### config.mk
export PLATFORM = sky130hd
export DESIGN_NAME = spi_slave
export DESIGN_NICKNAME = d
export VERILOG_FILES = /design/src/rtl/spi_slave.sv
export SDC_FILE = /design/constraint.sdc
export NUM_CORES = 1
export LEC_CHECK = 0
export BUFFER_PORTS_ARGS = -buffer_cell sky130_fd_sc_hd__buf_4
export CORE_MARGIN = 5
export CORE_UTILIZATION = 25
export CTS_CLUSTER_SIZE = 14
export DETAILED_ROUTE_END_ITERATION = 6
export GPL_TIMING_DRIVEN = 0
export PLACE_DENSITY = 0.42
export SLEW_MARGIN = 5
export SYNTH_ARGS = -nofsm -noshare
export SYNTH_HDL_FRONTEND = slang
export SYNTH_SLANG_ARGS = --single-unit
### constraint.sdc
create_clock -name clk -period 2.3 [get_ports clk]
set_input_delay 0.345 -clock clk [delete_from_list [all_inputs] [get_ports clk]]
set_output_delay 0.345 -clock clk [all_outputs]
set_load 0.02 [all_outputs]
### src/rtl/spi_slave.sv
// SPI slave for modes 0-3: synchronises the pins into clk, samples/shifts on the
// mode-selected s_clk edges, strobes each received byte and reloads the transmit byte.
module spi_slave #(
  parameter int SYNC_STAGES = 2,
  parameter int WIDTH       = 8
) (
  input  logic             clk,
  input  logic             reset,
  input  logic             cs_n,
  input  logic             s_clk,
  input  logic             mosi,
  input  logic [2:0]       mode,
  input  logic [WIDTH-1:0] slave_in,
  output logic             miso,
  output logic [WIDTH-1:0] slave_out,
  output logic             rx_valid,
  output logic             tx_load,
  output logic             frame_err,
  output logic             busy
);

  localparam int CW = (WIDTH > 2) ? $clog2(WIDTH) : 1;

  typedef enum logic [1:0] {IDLE, LOAD, SHIFT} state_t;

  state_t                 state_q, state_d;
  logic [SYNC_STAGES-1:0] sclk_sync, mosi_sync, csn_sync;
  logic                   sclk_prev, csn_prev;
  logic                   sclk_s, mosi_s, csn_s;
  logic                   cpol_q, cpha_q;
  logic [WIDTH-1:0]       tx_sr, rx_sr;
  logic [CW-1:0]          bit_cnt, tx_idx;
  logic                   sclk_rise, sclk_fall, lead_edge, trail_edge;
  logic                   sample_edge, shift_edge, cs_fall, cs_rise;
  logic                   mode_cpol, mode_cpha;
  logic                   do_load, do_sample, do_complete, do_shift, do_err, go_idle;

  // cs_n chain resets high so a released reset never looks like a frame start.
  always_ff @(posedge clk or negedge reset) begin
    if (!reset) begin
      sclk_sync <= '0;
      mosi_sync <= '0;
      csn_sync  <= '1;
      sclk_prev <= 1'b0;
      csn_prev  <= 1'b1;
    end else begin
      sclk_sync <= {sclk_sync[SYNC_STAGES-2:0], s_clk};
      mosi_sync <= {mosi_sync[SYNC_STAGES-2:0], mosi};
      csn_sync  <= {csn_sync[SYNC_STAGES-2:0], cs_n};
      sclk_prev <= sclk_s;
      csn_prev  <= csn_s;
    end
  end

  assign sclk_s      = sclk_sync[SYNC_STAGES-1];
  assign mosi_s      = mosi_sync[SYNC_STAGES-1];
  assign csn_s       = csn_sync[SYNC_STAGES-1];
  assign sclk_rise   = sclk_s & ~sclk_prev;
  assign sclk_fall   = ~sclk_s & sclk_prev;
  assign cs_fall     = ~csn_s & csn_prev;
  assign cs_rise     = csn_s & ~csn_prev;
  assign lead_edge   = cpol_q ? sclk_fall : sclk_rise;
  assign trail_edge  = cpol_q ? sclk_rise : sclk_fall;
  assign sample_edge = cpha_q ? trail_edge : lead_edge;
  assign shift_edge  = cpha_q ? lead_edge : trail_edge;
  assign mode_cpol   = (mode == 3'd2) || (mode == 3'd3);
  assign mode_cpha   = (mode == 3'd1) || (mode == 3'd3);
  // In both phases bit_cnt equals the number of bits already sampled, so it
  // directly selects the next outgoing bit, MSB first.
  assign tx_idx      = CW'(WIDTH - 1) - bit_cnt;
  assign busy        = (state_q != IDLE);

  always_ff @(posedge clk or negedge reset) begin
    if (!reset) state_q <= IDLE;
    else        state_q <= state_d;
  end

  always_comb begin
    state_d     = state_q;
    do_load     = 1'b0;
    do_sample   = 1'b0;
    do_complete = 1'b0;
    do_shift    = 1'b0;
    do_err      = 1'b0;
    go_idle     = 1'b0;
    case (state_q)
      IDLE: begin
        if (cs_fall) begin
          state_d = LOAD;
          do_load = 1'b1;
        end
      end
      LOAD: begin
        if (cs_rise) begin
          state_d = IDLE;
          go_idle = 1'b1;
        end else begin
          state_d = SHIFT;
        end
      end
      SHIFT: begin
        do_sample   = sample_edge;
        do_complete = sample_edge && (bit_cnt == CW'(WIDTH - 1));
        if (cs_rise) begin
          state_d = IDLE;
          go_idle = 1'b1;
          do_err  = !do_complete && ((bit_cnt != '0) || sample_edge);
        end else begin
          do_shift = shift_edge;
        end
      end
      default: state_d = IDLE;
    endcase
  end

  // The frame-start actions fire on the edge entering LOAD so every output
  // moves together, SYNC_STAGES+1 edges after the pin change is captured.
  always_ff @(posedge clk or negedge reset) begin
    if (!reset) begin
      cpol_q    <= 1'b0;
      cpha_q    <= 1'b0;
      tx_sr     <= '0;
      rx_sr     <= '0;
      bit_cnt   <= '0;
      miso      <= 1'b0;
      slave_out <= '0;
      rx_valid  <= 1'b0;
      tx_load   <= 1'b0;
      frame_err <= 1'b0;
    end else begin
      rx_valid  <= 1'b0;
      tx_load   <= 1'b0;
      frame_err <= do_err;
      if (do_load) begin
        cpol_q  <= mode_cpol;
        cpha_q  <= mode_cpha;
        tx_sr   <= slave_in;
        tx_load <= 1'b1;
        bit_cnt <= '0;
        if (!mode_cpha) miso <= slave_in[WIDTH-1];
      end
      if (do_sample) begin
        rx_sr   <= {rx_sr[WIDTH-2:0], mosi_s};
        bit_cnt <= bit_cnt + CW'(1);
      end
      if (do_complete) begin
        slave_out <= {rx_sr[WIDTH-2:0], mosi_s};
        rx_valid  <= 1'b1;
        bit_cnt   <= '0;
        tx_sr     <= slave_in;
        tx_load   <= 1'b1;
      end
      if (do_shift) miso <= tx_sr[tx_idx];
      if (go_idle) begin
        bit_cnt <= '0;
        miso    <= 1'b0;
      end
    end
  end

endmodule

---- Yosys cells after proc, flatten, opt, wreduce, memory -nomap -nowiden ----
Index checks and enable logic that the tools add are counted.
cells by class
  $lt $le $gt $ge ......................... 1
  reductions and logical operators ........ 15
  eq/ne operators ......................... 9
  add/subtract/negate cells ............... 2
  muxes and demuxes ....................... 33
  bitwise gates (word level) .............. 8
operators with widths
  cell                 number
  $mux 1               22
  $mux 8               2
  $mux 3               4
  $eq 3x2->1 const B   2
  $mux 2               3
  $pmux 2 s3           1
  $reduce_bool 3->1    2
  $and 1x1->1          4
  $lt 3x4->1 const B   1
  $ne 2x2->1 const B   2
  $not 1->1            4
  $reduce_and 2->1     2
  $reduce_bool 2->1    2
  $reduce_bool 4->1    1
  $add 3x1->3 const B  1
  $bmux 1 s3           1
  $eq 3x1->1 const B   1
  $eq 3x3->1 const B   1
  $logic_or 1x1->1     3
  $ne 3x1->1 const B   1
  $sub 3x3->3 const A  1
  $eq 2x1->1 const B   1
  $eq 2x2->1 const B   1
  $logic_and 1x1->1    2
  3 further kinds      3
storage, ports and cells
  logic and storage cells ................. 84
  register bits ........................... 42
  output and inout bits ................... 13
  input bits .............................. 16

---- Longest topological paths before layout ----
Gate-level depths: netlist (run 1).
  word-level depth ........................ 9
  gate-level depth with buffers ........... 7
  mapped depth without buffers ............ 6

---- Least setup slack after synthesis (run 1) ----
Ideal clock, no wire load.
  path type ............................... reg-to-reg
  start ................................... reg cpol_q
  end ..................................... reg tx_sr[0]
  clock period less this slack ............ 1793 ps
  arrival time ............................ 1668 ps
  data required time ...................... 2175 ps
  stages on the path, launching flop included .. 5
  path slack .............................. 507 ps
  cell sequence ........................... dfrtp_1 -> xor2_1 -> mux2_4 -> o21ai_4 -> mux2_2
between the ends
  longest elaborated chain between the ends .. 5
  elaborated cells between the ends (all ways) .. 7
  classes of those cells .................. 5 x mux; 2 x reduce/logical
ends and longest elaborated chain
  item                                                line    RTL
  from (decl)                                         30      logic cpol_q, cpha_q;
  from (signal assigned)                              135     cpol_q <= mode_cpol;
  $mux 1 (on tied branches)                           62, 63
  $mux 1 *                                            64      assign sample_edge = cpha_q ? trail_edge : lead_edge;
  $logic_and 1x1->1 *                                 103     do_complete = sample_edge && (bit_cnt == CW'(WIDTH - 1));
  $mux 1 *                                            86      case (state_q)
  $mux 8 / $reduce_bool 2->1 (equally long branches)  --
  to (signal assigned)                                137     tx_sr <= slave_in;
  to (signal assigned)                                150     tx_sr <= slave_in;
  to (decl)                                           31      logic [WIDTH-1:0] tx_sr, rx_sr;
Mark *: on every way between the ends. The rest lies on a longest branch, timed or not.
A chain may end at the register's enable or synchronous reset.

---- Final worst setup path (run 1) ----
  start ................................... reg cpol_q
  end ..................................... reg frame_err
between the ends
  longest elaborated chain between the ends .. 7
  elaborated cells between the ends (all ways) .. 9
  classes of those cells .................. 5 x mux; 4 x reduce/logical
ends and longest elaborated chain
  item                       line    RTL
  $mux 1 (on tied branches)  62, 63
  $mux 1 *                   64
  $logic_and 1x1->1          103
  $logic_not 1->1            107     do_err = !do_complete && ((bit_cnt != '0) || sample_edge);
  $logic_and 1x1->1 *        107
  $mux 1 *                   104     if (cs_rise) begin
  $mux 1 *                   86
  named net do_err           36      logic do_load, do_sample, do_complete, do_shift, do_err, go_idle;
  to (signal assigned)       133     frame_err <= do_err;
  to (decl)                  18      output logic frame_err,
Mark *: on every way through the listed nets, which the timed path passes. The rest lies on a longest branch.

==> results.yml, run 1 <==
pwr:
  ir_drop_uv: 357
  p_leak_uw: 0.00102
  power.density_nw_per_um2: 926
synth:
  synth_top_area_share_pct: 54.8
  synth_edf_count: 0
  post_synth_num_cell_types: 28
  yosys-top-cells-area: "dfrtp_1, mux2_2, dfstp_2"
  synth_top_cell_by_area: "dfrtp_1"
  seq_area_frac_synth_pct: 59.2
  ys.flop_type: "dfrtp_1"
  syn-cell-area_sq_um: 1780
  syn_inst: 128
  async_flop_share_pct: 100
  syn_nets: 150
  yosys_register_bits: 42
  yosysWarnings: 0
  syn_avg_cell_area_sq_um: 13.9
floorplanning:
  std_cell_rows: 30
  core-area_sq_um: 6870
  fp.dieW_microns: 94.4
  initial_utilization_pct: 25.9
  fp.dieArea_sq_um: 8920
  ioPinCount: 29
  die_h_microns: 94.4
clock_tree:
  cts_root_buf: "clkbuf_8"
  clk_latency_ps: 290
  cts_resized: 0
  htree_levels: 2
  ctsHoldBuffers: 0
  cts_setup_buffers: 0
  cts.sinks: 42
  clkTransAtPathRegs_ps: 80
  cts.path.max_buffers: 2
  cts_buffers: 5
  cts_tree: "done"
setup_path:
  cp_slowest_cell: "mux2i_1"
  start_kind: "register"
  path_buf_inv: 0
  worst_path_dominant_cell_family: "multiplexers"
  max_stage_delay_ps: 540
  r2r_start: "cpol_q"
  critPathArrivalTime_ps: 2190
  worstPathRequired_ps: 2440
  path_cells: "xor2_1 -> mux2i_1 -> nor3b_1 -> a2111oi_0"
  setup.worst_path.class: "reg2reg"
  crit_fanout: 6
  worstSetupEndpointType: "register"
  worstSetupStartpoint: "cpol_q"
sta:
  worst_pin_slew_ps: 526
  finalHoldViolCount: 0
  rsz0062_at_grt: "no"
  min_period_ps: 2050
  max_freq_ghz: 0.487
  holdWs_ps: 28.8
  slew_violations: 0
  relSlewSlack_pct: 63.9
  fin_skew_ps: 9.29
  tns_ps: 0
  setup_violations: 0
  period_share_pct: 89.2
finish:
  final_common_cell: "dfrtp_1"
  nets: 185
  area_delta_synth_final_pct: 23.6
  final_cell_mix: "dfrtp_1, buf_4, mux2_2, nand2_1, inv_1"
  antennaDiodeCount: 0
  drive_gt1_share_pct: 41.5
  post_layout_nonfiller_instances: 260
  seqCellArea_sq_um: 1050
  fill_cells: 689
  multiInputGateArea_sq_um: 693
routing:
  ant_nets: 0
  drt_wl_total_mm: 3.24
  wl_met1_mm: 1.47
  num_vias: 1093
  drc: 0
  drt_iter0_markers: 23
  via_per_inst: 4.20
  top_layer: "met4"
  post_drt_wl_per_cell_microns: 12.5
  first_pass_iters: 4
  dr_wl_met2_mm: 1.52
  met3WireLength_microns: 190
global_routing:
  grt_use_total_pct: 8.05
  grt_pass1_wl_mm: 5.59
  grt_pass1_vias: 1198
  grt_start_max_net_pins: 43
  grt_antenna_before_repair: 0
  grt_remaining_overflow: 0
place:
  place_inst: 252
  globalplace.congestion: 0.683
  hpwl_mm: 2.38
  port_buffers: 28
job:
  cap_viol_max_count: 0
min_path:
  hold_path.class: "in2async"
outcome:
  status: "completed"
-- cells in the mapped netlist, types with 2 or more instances --
cell type,number
a21oi_1,6
dfrtp_1,39
dfstp_2,3
ha_1,6
inv_1,8
mux2_2,23
mux2i_1,5
mux4_2,2
nand2_1,9
nand2b_1,3
nor2b_1,2
nor4_1,2
o21a_1,3
o21ai_0,3
-- worst reg2reg max path, delay by kind of cell, from the launching register on --
family | cells | cell delay, ps
xor+xnor | 1 | 420
mux | 1 | 540
simple gates | 1 | 100
compound gates | 1 | 450
flops | 1 | 400
-- per-layer routing --
| metal | global-route usage, % | vias to the layer above |
|---|---|---|
| li1 | - | 521 |
| met1 | 10.1 | 542 |
| met2 | 12.4 | 24 |
| met3 | 3.03 | 6 |
| met4 | 3.49 | 0 |
| met5 | 0 | - |
-- layout make-up --
class / count / area share [%]
repair buffers: 28 / 9.55
plain buffers: 1 / 0.170
multi-input cells: 77 / 31.5
well taps: 96 / 5.45
inverters: 8 / 1.36
clock buffers: 5 / 3.13
clock inverters: 3 / 0.966
flip-flops and latches: 42 / 47.9
-- path summary, 6_finish.rpt --
path / end / slack (ps) / depth (start not counted)
max reg2reg: frame_err / 250 / 4
min reg2reg: mosi_sync[1] / 350 / 0
max: frame_err / 250 / 4
max in group asynchronous: tx_sr[2] / 1900 / 1
min: state_q[0] / 30 / 1
min in group clk: csn_sync[0] / 160 / 1
-- power breakdown --
part	internal, uW	switching, uW	total (uW)
registers	899	98.0	997
logic	291	284	575
clock network	213	254	467
total	1400	636	2040
-- registers in the layout, summed over array words and instances, names as in the netlist --
register	flops
mosi_sync	2
tx_sr	8
state_q	2
tx_load	1
csn_sync	2
cpol_q	1
frame_err	1
rx_valid	1
slave_out	8
bit_cnt	3
sclk_sync	2
csn_prev	1
rx_sr	7
cpha_q	1
sclk_prev	1
miso	1
-- through the flow --
| stage | util (%) | setup slack (ps) | area (sq um) | power (uW) |
|---|---|---|---|---|
| 6_report | 32.1 | 248 | 2200 | 2040 |
| 5_1_grt | 32.1 | 8.36 | 2200 | 2190 |
| 4_1_cts | 32.1 | 204 | 2200 | 2080 |
| 3_5_place_dp | 30.7 | 235 | 2110 | 1600 |
| 3_3_place_gp | 30.7 | 269 | 2110 | 1580 |
| 2_1_floorplan | - | 507 | 1780 | 1410 |
-- logic make-up after synthesis --
family                   count (synthesis)  synth area share (%)
flip-flops                              42                  59.2
multiplexers                            31                  20.7
AND/OR/NAND/NOR                         23                  7.44
AO/OA/AOI/OAI                           16                  6.04
buffers and inverters                    9                  1.90
adder cells (fa/ha/maj)                  6                  4.21
XOR/XNOR                                 1                 0.492
Note: power is estimated with default switching activity, not from simulation.
==> inputs of run 2 (changes only) <==
==> constraint.sdc (replaced) <==
create_clock -name clk -period 2.3 [get_ports clk]
set_input_delay 0.115 -clock clk [delete_from_list [all_inputs] [get_ports clk]]
set_output_delay 0.115 -clock clk [all_outputs]
set_load 0.02 [all_outputs]
==> results.yml, run 2 (synthesis results as in run 1) <==
pwr:
  ir_drop_uv: 357
  p_leak_uw: 0.00104
  power.density_nw_per_um2: 912
  power.total_uw: 2040
global_routing:
  grt_use_total_pct: 8.11
  grt_remaining_overflow: 0
  grt_antenna_before_repair: 0
  grt_pass1_vias: 1220
  grt_start_max_net_pins: 43
  grt_pass1_wl_mm: 5.64
routing:
  drt_iter0_markers: 24
  via_per_inst: 4.21
  first_pass_iters: 4
  ant_nets: 0
  post_drt_wl_per_cell_microns: 12.3
  drt_wl_total_mm: 3.25
  drc: 0
  num_vias: 1111
setup_path:
  cp_slowest_cell: "mux2i_1"
  worstSetupEndpointType: "register"
  setup.worst_path.class: "reg2reg"
  r2r_start: "cpol_q"
  rr_worst_depth: 4
  max_stage_delay_ps: 540
  worstSetupStartpoint: "cpol_q"
  crit_fanout: 6
  critPathArrivalTime_ps: 2190
  r2r_setup_slack_ps: 250
  rr_endpoint: "frame_err"
  worstSetupEndpoint: "frame_err"
  worstPathRequired_ps: 2440
  path_cells: "xor2_1 -> mux2i_1 -> nor3b_1 -> a2111oi_0"
  start_kind: "register"
sta:
  fin_skew_ps: 9.28
  slew_violations: 0
  tns_ps: 0
  rsz0062_at_grt: "no"
  max_freq_ghz: 0.488
  finalHoldViolCount: 0
  period_share_pct: 89.2
  min_period_ps: 2050
  setup_violations: 0
  worst_pin_slew_ps: 526
  relSlewSlack_pct: 63.9
finish:
  reg.largest.list: "slave_out: 8 flops, tx_sr: 8 flops, rx_sr: 7 flops"
  final_common_cell: "dfrtp_1"
  final_cell_mix: "dfrtp_1, buf_4, mux2_2, nand2_1, inv_1"
  drive_gt1_share_pct: 40.5
  area_delta_synth_final_pct: 25.8
  nets: 189
  antennaDiodeCount: 0
floorplanning:
  ioPinCount: 29
  initial_utilization_pct: 25.9
  core-area_sq_um: 6870
  fp.dieArea_sq_um: 8920
  die_h_microns: 94.4
  fp.dieW_microns: 94.4
  std_cell_rows: 30
place:
  globalplace.congestion: 0.683
  port_buffers: 28
  hpwl_mm: 2.38
clock_tree:
  cts.sinks: 42
  cts_buffers: 5
  htree_levels: 2
  clkTransAtPathRegs_ps: 80
  cts_root_buf: "clkbuf_8"
  cts_resized: 0
  cts.path.max_buffers: 2
  clk_latency_ps: 290
  cts_tree: "done"
job:
  cap_viol_max_count: 0
min_path:
  hold_path.class: "in2reg"
outcome:
  status: "completed"
==> run 2: what timing repair did <==
| action | in CTS | in global routing |
|---|---|---|
| endpoints found under the hold margin | 42 | 0 |
| buffers inserted | 0 | 0 |
| hold buffers | 4 | 0 |
| setup endpoints to repair | 0 | 0 |
==> run 2: metrics by stage <==
| step | cell area [sq um] | instances | worst slack [ps] | hold WS, ps | util, % |
|---|---|---|---|---|---|
| final | 2240 | 264 | 249 | 50.7 | 32.6 |
| after global routing | 2240 | 264 | 8.36 | 43.4 | 32.6 |
| after CTS | 2240 | 264 | 204 | 39.5 | 32.6 |
| after detailed placement | 2110 | 252 | 235 | 142 | 30.7 |
| after global placement | 2110 | 252 | 269 | 139 | 30.7 |
| after floorplan | 1780 | 128 | 507 | -181 | - |
==> run 2: critical path, delay by kind of cell, from the launching register on <==
kind | cells | cell delay, ps
compound gates | 1 | 450
xor+xnor | 1 | 420
flops | 1 | 400
mux | 1 | 540
simple gates | 1 | 90
==> run 2: report_power, final <==
part	switching (uW)	total, uW	internal (uW)	leakage [uW]
clock	253	466	213	0.0000441
combinational	285	580	296	0.000454
sequential	98.1	997	899	0.000538
==> run 2: area by class of cell <==
type	count	area, sq um
Fill cell	685	4630
Buffer	1	3.75
Clock inverter	3	21.3
Multi-Input combinational cell	77	693
Inverter	8	30.0
Tap cell	96	120
Clock buffer	5	68.8
Timing Repair Buffer	32	250
Sequential cell	42	1050
==> run 2: per-layer routing <==
layer,up-vias,global-route usage (%),part of all wire [%]
li1,529,-,-
met1,552,9.96,45
met2,24,12.8,48
met3,6,2.95,5.4
met4,0,3.49,1.9
met5,-,0,0
==> run 2: how the worst min path moves through the flow <==
stage	slack (ps)	from	end	depth (start not counted)
floorplan	-180	reset	bit_cnt[0]	0
global placement	140	reset	state_q[1]	1
detailed placement	140	reset	frame_err	1
CTS	40	slave_in[5]	tx_sr[5]	2
global route	40	slave_in[3]	tx_sr[3]	2
finish	50	slave_in[5]	tx_sr[5]	2
